--- src/rtl/rvvi_trace_serializer_if.sv ---
// Retire-port and serialized-output bundle for the RVVI trace serializer.
// Slot index is h*RETIRE+s on every in_* array.
interface rvvi_trace_serializer_if #(
  parameter int ILEN   = 32,
  parameter int XLEN   = 32,
  parameter int NHART  = 2,
  parameter int RETIRE = 2
);
  localparam int NS = NHART * RETIRE;
  localparam int HW = (NHART > 1) ? $clog2(NHART) : 1;

  logic [NS-1:0]           in_valid;
  logic [NS-1:0][63:0]     in_order;
  logic [NS-1:0][XLEN-1:0] in_pc;
  logic [NS-1:0][ILEN-1:0] in_insn;
  logic [NS-1:0]           in_trap;

  logic            out_valid;
  logic            out_ready;
  logic [HW-1:0]   out_hart;
  logic [63:0]     out_order;
  logic [XLEN-1:0] out_pc;
  logic [ILEN-1:0] out_insn;
  logic            out_trap;

  modport master (
    output in_valid, in_order, in_pc, in_insn, in_trap, out_ready,
    input  out_valid, out_hart, out_order, out_pc, out_insn, out_trap
  );
  modport slave (
    input  in_valid, in_order, in_pc, in_insn, in_trap, out_ready,
    output out_valid, out_hart, out_order, out_pc, out_insn, out_trap
  );
endinterface

--- src/rtl/rvvi_trace_serializer.sv ---
// Per-hart compacting retire FIFOs with order checking, merged onto one
// event stream by a round-robin arbiter that locks its grant while stalled.
module rvvi_trace_lane #(
  parameter int ILEN   = 32,
  parameter int XLEN   = 32,
  parameter int RETIRE = 2,
  parameter int DEPTH  = 8,
  parameter int NW     = $clog2(RETIRE + 1)
) (
  input  logic                      clk,
  input  logic                      reset,
  input  logic                      err_clr,
  input  logic [RETIRE-1:0]         in_valid,
  input  logic [RETIRE-1:0][63:0]   in_order,
  input  logic [RETIRE-1:0][XLEN-1:0] in_pc,
  input  logic [RETIRE-1:0][ILEN-1:0] in_insn,
  input  logic [RETIRE-1:0]         in_trap,
  input  logic                      pop,
  output logic                      nempty,
  output logic [64+XLEN+ILEN:0]     head,
  output logic                      overflow,
  output logic                      order_err,
  output logic [NW-1:0]             drop_n
);
  localparam int AW = (DEPTH > 1) ? $clog2(DEPTH) : 1;
  localparam int PW = 65 + XLEN + ILEN;

  logic [PW-1:0]              mem [DEPTH];
  logic [AW:0]                cnt;
  logic [AW-1:0]              wr_ptr, rd_ptr;
  logic [63:0]                exp_ord, nxt_ord;
  logic                       exp_v, nxt_v, err;
  logic [NW-1:0]              n;
  logic [RETIRE-1:0][AW-1:0]  off;
  logic [AW-1:0]              o;
  logic                       accept;

  // Compaction offsets and slot-sequential order check over this cycle's slots
  always_comb begin
    n       = '0;
    o       = '0;
    off     = '0;
    nxt_ord = exp_ord;
    nxt_v   = exp_v;
    err     = 1'b0;
    for (int s = 0; s < RETIRE; s++) begin
      off[s] = o;
      if (in_valid[s]) begin
        o = o + 1'b1;
        n = n + 1'b1;
        if (nxt_v && in_order[s] != nxt_ord) err = 1'b1;
        nxt_ord = in_order[s] + 64'd1;
        nxt_v   = 1'b1;
      end
    end
    // Room is judged on the pre-pop count so a same-cycle pop never frees space
    accept = (DEPTH - int'(cnt)) >= int'(n);
    drop_n = accept ? '0 : n;
  end

  always_ff @(posedge clk) begin
    if (!reset && accept)
      for (int s = 0; s < RETIRE; s++)
        if (in_valid[s])
          mem[wr_ptr + off[s]] <= {in_order[s], in_pc[s], in_insn[s], in_trap[s]};
  end

  always_ff @(posedge clk) begin
    if (reset) begin
      cnt       <= '0;
      wr_ptr    <= '0;
      rd_ptr    <= '0;
      exp_ord   <= '0;
      exp_v     <= 1'b0;
      overflow  <= 1'b0;
      order_err <= 1'b0;
    end else begin
      wr_ptr    <= wr_ptr + (accept ? AW'(n) : '0);
      rd_ptr    <= rd_ptr + AW'(pop);
      cnt       <= cnt + (accept ? (AW+1)'(n) : '0) - (AW+1)'(pop);
      if (accept) begin
        exp_ord <= nxt_ord;
        exp_v   <= nxt_v;
      end
      overflow  <= (overflow & ~err_clr) | (drop_n != '0);
      order_err <= (order_err & ~err_clr) | (accept & err);
    end
  end

  assign nempty = (cnt != '0);
  assign head   = mem[rd_ptr];
endmodule

module rvvi_trace_serializer #(
  parameter int ILEN   = 32,
  parameter int XLEN   = 32,
  parameter int NHART  = 2,
  parameter int RETIRE = 2,
  parameter int DEPTH  = 8
) (
  input  logic                 clk,
  input  logic                 reset,
  input  logic                 err_clr,
  rvvi_trace_serializer_if.slave bus,
  output logic [NHART-1:0]     overflow,
  output logic [NHART-1:0]     order_err,
  output logic [15:0]          drop_cnt
);
  localparam int HW = (NHART > 1) ? $clog2(NHART) : 1;
  localparam int PW = 65 + XLEN + ILEN;
  localparam int NW = $clog2(RETIRE + 1);

  logic [NHART-1:0]          nempty, pop;
  logic [NHART-1:0][PW-1:0]  head;
  logic [NHART-1:0][NW-1:0]  drop_n;
  logic [HW-1:0]             rr_ptr, held_hart, gnt;
  logic                      held, fire;
  logic [16:0]               dsum;
  int                        best, d;

  for (genvar h = 0; h < NHART; h++) begin : g_lane
    rvvi_trace_lane #(.ILEN(ILEN), .XLEN(XLEN), .RETIRE(RETIRE), .DEPTH(DEPTH), .NW(NW)) u_lane (
      .clk       (clk),
      .reset     (reset),
      .err_clr   (err_clr),
      .in_valid  (bus.in_valid[h*RETIRE +: RETIRE]),
      .in_order  (bus.in_order[h*RETIRE +: RETIRE]),
      .in_pc     (bus.in_pc[h*RETIRE +: RETIRE]),
      .in_insn   (bus.in_insn[h*RETIRE +: RETIRE]),
      .in_trap   (bus.in_trap[h*RETIRE +: RETIRE]),
      .pop       (pop[h]),
      .nempty    (nempty[h]),
      .head      (head[h]),
      .overflow  (overflow[h]),
      .order_err (order_err[h]),
      .drop_n    (drop_n[h])
    );
    assign pop[h] = fire && (gnt == HW'(h));
  end

  // Nearest non-empty hart at or after rr_ptr; a stalled grant stays locked
  always_comb begin
    gnt  = held_hart;
    best = NHART;
    d    = 0;
    if (!held) begin
      gnt = rr_ptr;
      for (int h = 0; h < NHART; h++) begin
        d = h - int'(rr_ptr);
        if (d < 0) d = d + NHART;
        if (nempty[h] && d < best) begin
          best = d;
          gnt  = HW'(h);
        end
      end
    end
  end

  assign bus.out_valid = |nempty;
  assign fire          = bus.out_valid && bus.out_ready;
  assign {bus.out_order, bus.out_pc, bus.out_insn, bus.out_trap} = head[gnt];
  assign bus.out_hart  = gnt;

  always_comb begin
    dsum = {1'b0, drop_cnt};
    for (int h = 0; h < NHART; h++) dsum = dsum + 17'(drop_n[h]);
  end

  always_ff @(posedge clk) begin
    if (reset) begin
      rr_ptr    <= '0;
      held      <= 1'b0;
      held_hart <= '0;
      drop_cnt  <= '0;
    end else begin
      held      <= bus.out_valid && !bus.out_ready;
      held_hart <= gnt;
      if (fire) rr_ptr <= (gnt == HW'(NHART - 1)) ? '0 : gnt + 1'b1;
      drop_cnt  <= dsum[16] ? 16'hFFFF : dsum[15:0];
    end
  end
endmodule

--- src/flat_wrapper.sv ---
// flat-port wrapper written by rule: the top's interface ports become plain ports
module rvvi_trace_serializer_flat 
#(
  parameter int ILEN   = 32,
  parameter int XLEN   = 32,
  parameter int NHART  = 2,
  parameter int RETIRE = 2,
  parameter int DEPTH  = 8
)
  (clk, reset, err_clr, overflow, order_err, drop_cnt, bus_in_valid, bus_in_order, bus_in_pc, bus_in_insn, bus_in_trap, bus_out_ready, bus_out_valid, bus_out_hart, bus_out_order, bus_out_pc, bus_out_insn, bus_out_trap);
  rvvi_trace_serializer_if #(.ILEN(ILEN), .XLEN(XLEN), .NHART(NHART), .RETIRE(RETIRE)) bus_i ();
  input  logic clk;
  input  logic reset;
  input  logic err_clr;
  output logic [NHART-1:0] overflow;
  output logic [NHART-1:0] order_err;
  output logic [15:0] drop_cnt;
  input wire logic [$bits(bus_i.in_valid)-1:0] bus_in_valid;
  input wire logic [$bits(bus_i.in_order)-1:0] bus_in_order;
  input wire logic [$bits(bus_i.in_pc)-1:0] bus_in_pc;
  input wire logic [$bits(bus_i.in_insn)-1:0] bus_in_insn;
  input wire logic [$bits(bus_i.in_trap)-1:0] bus_in_trap;
  input wire logic [$bits(bus_i.out_ready)-1:0] bus_out_ready;
  output wire logic [$bits(bus_i.out_valid)-1:0] bus_out_valid;
  output wire logic [$bits(bus_i.out_hart)-1:0] bus_out_hart;
  output wire logic [$bits(bus_i.out_order)-1:0] bus_out_order;
  output wire logic [$bits(bus_i.out_pc)-1:0] bus_out_pc;
  output wire logic [$bits(bus_i.out_insn)-1:0] bus_out_insn;
  output wire logic [$bits(bus_i.out_trap)-1:0] bus_out_trap;
  assign bus_i.in_valid = bus_in_valid;
  assign bus_i.in_order = bus_in_order;
  assign bus_i.in_pc = bus_in_pc;
  assign bus_i.in_insn = bus_in_insn;
  assign bus_i.in_trap = bus_in_trap;
  assign bus_i.out_ready = bus_out_ready;
  assign bus_out_valid = bus_i.out_valid;
  assign bus_out_hart = bus_i.out_hart;
  assign bus_out_order = bus_i.out_order;
  assign bus_out_pc = bus_i.out_pc;
  assign bus_out_insn = bus_i.out_insn;
  assign bus_out_trap = bus_i.out_trap;
  rvvi_trace_serializer #(.ILEN(ILEN), .XLEN(XLEN), .NHART(NHART), .RETIRE(RETIRE), .DEPTH(DEPTH)) u_core (.clk(clk), .reset(reset), .err_clr(err_clr), .bus(bus_i), .overflow(overflow), .order_err(order_err), .drop_cnt(drop_cnt));
endmodule
--- config.mk ---
export PLATFORM = sky130hd
export DESIGN_NAME = rvvi_trace_serializer_flat
export DESIGN_NICKNAME = d
export VERILOG_FILES = /design/src/rtl/rvvi_trace_serializer_if.sv /design/src/rtl/rvvi_trace_serializer.sv /design/src/flat_wrapper.sv
export SDC_FILE = /design/constraint.sdc
export NUM_CORES = 2
export LEC_CHECK = 0
export CAP_MARGIN = 20
export CORE_ASPECT_RATIO = 0.7
export CORE_MARGIN = 5
export CORE_UTILIZATION = 40
export CTS_CLUSTER_DIAMETER = 200
export DETAILED_ROUTE_END_ITERATION = 8
export PLACE_DENSITY_LB_ADDON = 0.1
export SLEW_MARGIN = 20
export SYNTH_ARGS = -nofsm -noshare
export SYNTH_HDL_FRONTEND = slang
export SYNTH_SLANG_ARGS = --single-unit
--- constraint.sdc ---
create_clock -name clk -period 13.1 [get_ports clk]
set_input_delay 3.275 -clock clk [delete_from_list [all_inputs] [get_ports clk]]
set_output_delay 3.275 -clock clk [all_outputs]
set_load 0.01 [all_outputs]
==> metrics.txt <==
area of the multi-input gates=55,380 um2; worst path cell trace=buf_4 > ha_1 > ha_1 > nand2b_1 > a211oi_1 > o21ai_0 > o21a_1 > buf_4 > nand2_1 > nor2_1 > nand2_1 > nor3_2 > buf_12 > o21bai_4 > buf_4 > buf_4; Post-synth EDFFs=2,064; switching share of power=35.91%; worst flop-to-flop path startpoint=u_core.g_lane[0].u_lane.cnt[0]; clk sinks=2,237; Hold Vio Cnt, Final=0; initial core utilization=40.06%; GRT Total Usage=29.83%; Cell Area, Synth=123,900 um2; Root Driver=clkbuf_16; RD Place Congestion=1.030; Final Instance Area=143,700 um2; fraction of layout cells with a size suffix above 1=34.92%; first-pass GRT wire length=678.6 mm; Placement Setup Slack=3309 ps; Core ar.=309,400 um2; buffer depth of the longest clock path=4; CTS tree=done; GR met1 Demand/Resource=43.95%; status=finished clean; Peak supply drop=0.1910 mV; CP Class=primary input to flop; Crit Reg-Reg Endpoint=u_core.g_lane[0].u_lane.mem[5][17]; Switch Pwr=9167 uW; fmax=0.1120 GHz; CP required=13,660 ps; FF+latch count, synth=2,237; Clk pwr share=26.6%; synth warn=0; DR vias=84.69k; final-report max-slew violation count=0; crit path max fanout=89; chip width=675.3 um; critical path endpoint category=flop; hpwl dp=321.2 mm; FF/Latch Area=65,470 um2; die height=475.7 um; most used cell, CP=buf_4; Hold Buf Count CTS=0; fin nets=9,824; GR Layer Usage met3=6.476%; CTS buffer count=239; Clk pin slew, worst setup/hold paths=60 ps; IO buf count=674; grt peak-use layer=met1; HP Class=flop to flop; sequential area share after synthesis=52.81%; # setup viols final=0; Crit path max-delay family=buffers and inverters; Core Rows=171; via-per-instance ratio=6.201; logic gate share of total power=36.7%; Worst Skew=63.53 ps; buffers and inverters on the worst path=5; Resized Gates After CTS=0; RSZ-0062 raised after global routing=false; Avg Cell Area, Syn=13.94 um2; leading register cell type out of synthesis=edfxtp_1; post-route setup TNS=0 ps; syn_nets=9,458; end of the critical path=u_core.g_lane[0].u_lane.mem[5][17]; Slowest-stage cell, CP=buf_4; Antenna Nets Post-Route=0; Worst slew margin=12.68%; Synth cell types=82; GR Util met2=43.51%; die area=321,200 um2; initial antenna violation count=117; I/O Pins=675; Syn Inst Count=8,889; post-route setup slack=4173 ps; fillers=27.56k; wire per inst=36.22 um; Sequential Power Share=36.7%; worst r2r path cells=15; Crit path depth=16; Leakage Power=0.04455 uW; vias in the first global route=82.12k; Final period util=68.14%; Routed WL=494.6 mm; Async SR Flop Fraction=0%; grt total ovfl=0; DP Area=135,900 um2; number of detailed-route iterations in the first pass=6; Area Overhead vs Synth=15.95%; setup repair bufs after CTS=0; maxcap violations=0; Setup crit start kind=primary input; internal power=16,360 uW; PD cells=177.6 nW/um2; Initial DRC Count=10.38k; critical path launch point=bus_in_valid[0]; worst slew pin tran=1300 ps; largest net degree at the start of global routing=130; CP peak stage delay=780 ps; critical path arrival=9480 ps; Worst-Skew Late Latency=970 ps; Worst Hold Slack=491.4 ps; register-to-register setup slack=6910 ps; Final min period=8927 ps; Post-route DRC=0; htree depth=4
-- layout make-up --
class	instances	share of cell area [%]
clock buffer	292	4.401
antenna	61	0.1062
inverter	92	0.2403
multi-input combinational	5686	38.54
sequential	2237	45.56
tap	4152	3.615
timing repair buffer	999	6.697
clock inverter	138	0.8411
-- Yosys cell counts (18+ instances only) --
master	instances	area share, %
a211oi_1	207	1.3
o211ai_1	39	0.24
o21ai_0	109	0.44
o22ai_1	23	0.12
nand2_1	335	1.0
nor3_1	99	0.40
nor4_1	92	0.46
and2_1	18	0.091
nand4_1	143	0.72
nand2b_1	30	0.15
o221ai_1	19	0.13
or3_1	31	0.16
a22oi_1	19	0.12
and4_1	35	0.25
xor2_1	250	1.8
xnor2_1	289	2.0
a21oi_1	303	1.2
mux4_2	516	9.4
clkbuf_1	752	2.3
buf_1	103	0.31
ha_1	38	0.38
dfxtp_1	173	2.8
inv_1	89	0.27
a31oi_1	19	0.096
or4_1	32	0.19
nor2b_1	147	0.74
mux2_2	2008	18
nand3_1	133	0.54
and3_1	57	0.29
edfxtp_1	2064	50
mux2i_1	160	1.3
nor2_1	332	1.0
-- cells in the final DEF, fill, tap and decap left out, types with 250 or more instances in the layout --
cell             instances
a21oi_1                302
buf_4                  288
clkdlybuf4s50_1        669
edfxtp_1              2064
mux2_2                2008
mux4_2                 516
nand2_1                335
nor2_1                 323
xnor2_1                289
xor2_1                 250
-- worst register-to-register path, delay by kind of cell, from the launching register on --
kind                       cells  cell delay, ps
and+or+nand+nor                4            1170
AOI/OAI and AO/OA              4            1180
buffers and inverters          5            2520
adders and majority gates      2             630
DFF                            1             320
-- registers in the layout, indices dropped and copies added (netlist names) --
signal,cells
u_core.g_lane.u_lane.overflow,2
u_core.g_lane.u_lane.cnt,8
u_core.g_lane.u_lane.exp_ord,128
u_core.g_lane.u_lane.order_err,2
u_core.held_hart,1
u_core.g_lane.u_lane.wr_ptr,6
u_core.g_lane.u_lane.rd_ptr,6
u_core.g_lane.u_lane.exp_v,2
u_core.rr_ptr,1
u_core.held,1
u_core.g_lane.u_lane.mem,2064
u_core.drop_cnt,16
-- worst min-delay path by stage --
| stage | start | end | cells after the start |
|---|---|---|---|
| 6_report | u_core.g_lane[0].u_lane.exp_ord[5] | u_core.g_lane[0].u_lane.exp_ord[5] | 2 |
| 5_1_grt | u_core.g_lane[0].u_lane.exp_ord[21] | u_core.g_lane[0].u_lane.exp_ord[21] | 2 |
| 4_1_cts | u_core.g_lane[0].u_lane.exp_ord[15] | u_core.g_lane[0].u_lane.exp_ord[15] | 2 |
| 3_5_place_dp | u_core.g_lane[0].u_lane.exp_ord[15] | u_core.g_lane[0].u_lane.exp_ord[15] | 2 |
| 3_3_place_gp | u_core.rr_ptr | u_core.rr_ptr | 2 |
| 2_1_floorplan | u_core.g_lane[0].u_lane.exp_v | u_core.g_lane[0].u_lane.exp_v | 2 |
-- per-stage QoR --
| step | total power [uW] | utilization [%] | cells |
|---|---|---|---|
| 6_report | 25530 | 46.45 | 13660 |
| 3_3_place_gp | 18730 | 43.92 | 13160 |
| 3_5_place_dp | 18820 | 43.94 | 13160 |
| 2_1_floorplan | 14300 | - | 8889 |
| 5_1_grt | 26410 | 46.43 | 13640 |
| 4_1_cts | 25610 | 46.37 | 13590 |
-- layer usage --
metal / share of wire [%] / vias to the layer above / wire length [um]
met3: 8.9 / 746 / 44050
li1: - / 35390 / -
met2: 43 / 4076 / 214300
met5: 0.042 / - / 208
met1: 44 / 44450 / 218900
met4: 3.5 / 34 / 17150
-- power by group through the flow --
stage	registers, uW	clock network, uW	logic [uW]
finish	9370	6780	9370
global route	9430	7210	9770
CTS	9360	6920	9340
detailed placement	9510	0	9310
global placement	9480	0	9250
floorplan	9440	0	4850
-- cell families after synthesis --
kind of cell | after synthesis | share of synthesized area (%)
muxes | 2684 | 28.91
DFF | 2237 | 52.81
and+or+nand+nor | 1542 | 6.415
buffers and inverters | 966 | 2.957
AOI/OAI and AO/OA | 875 | 4.584
xor gates and xnor gates | 540 | 3.827
adders and majority gates | 45 | 0.4967
No activity file was read; power rests on OpenSTA's default activity.
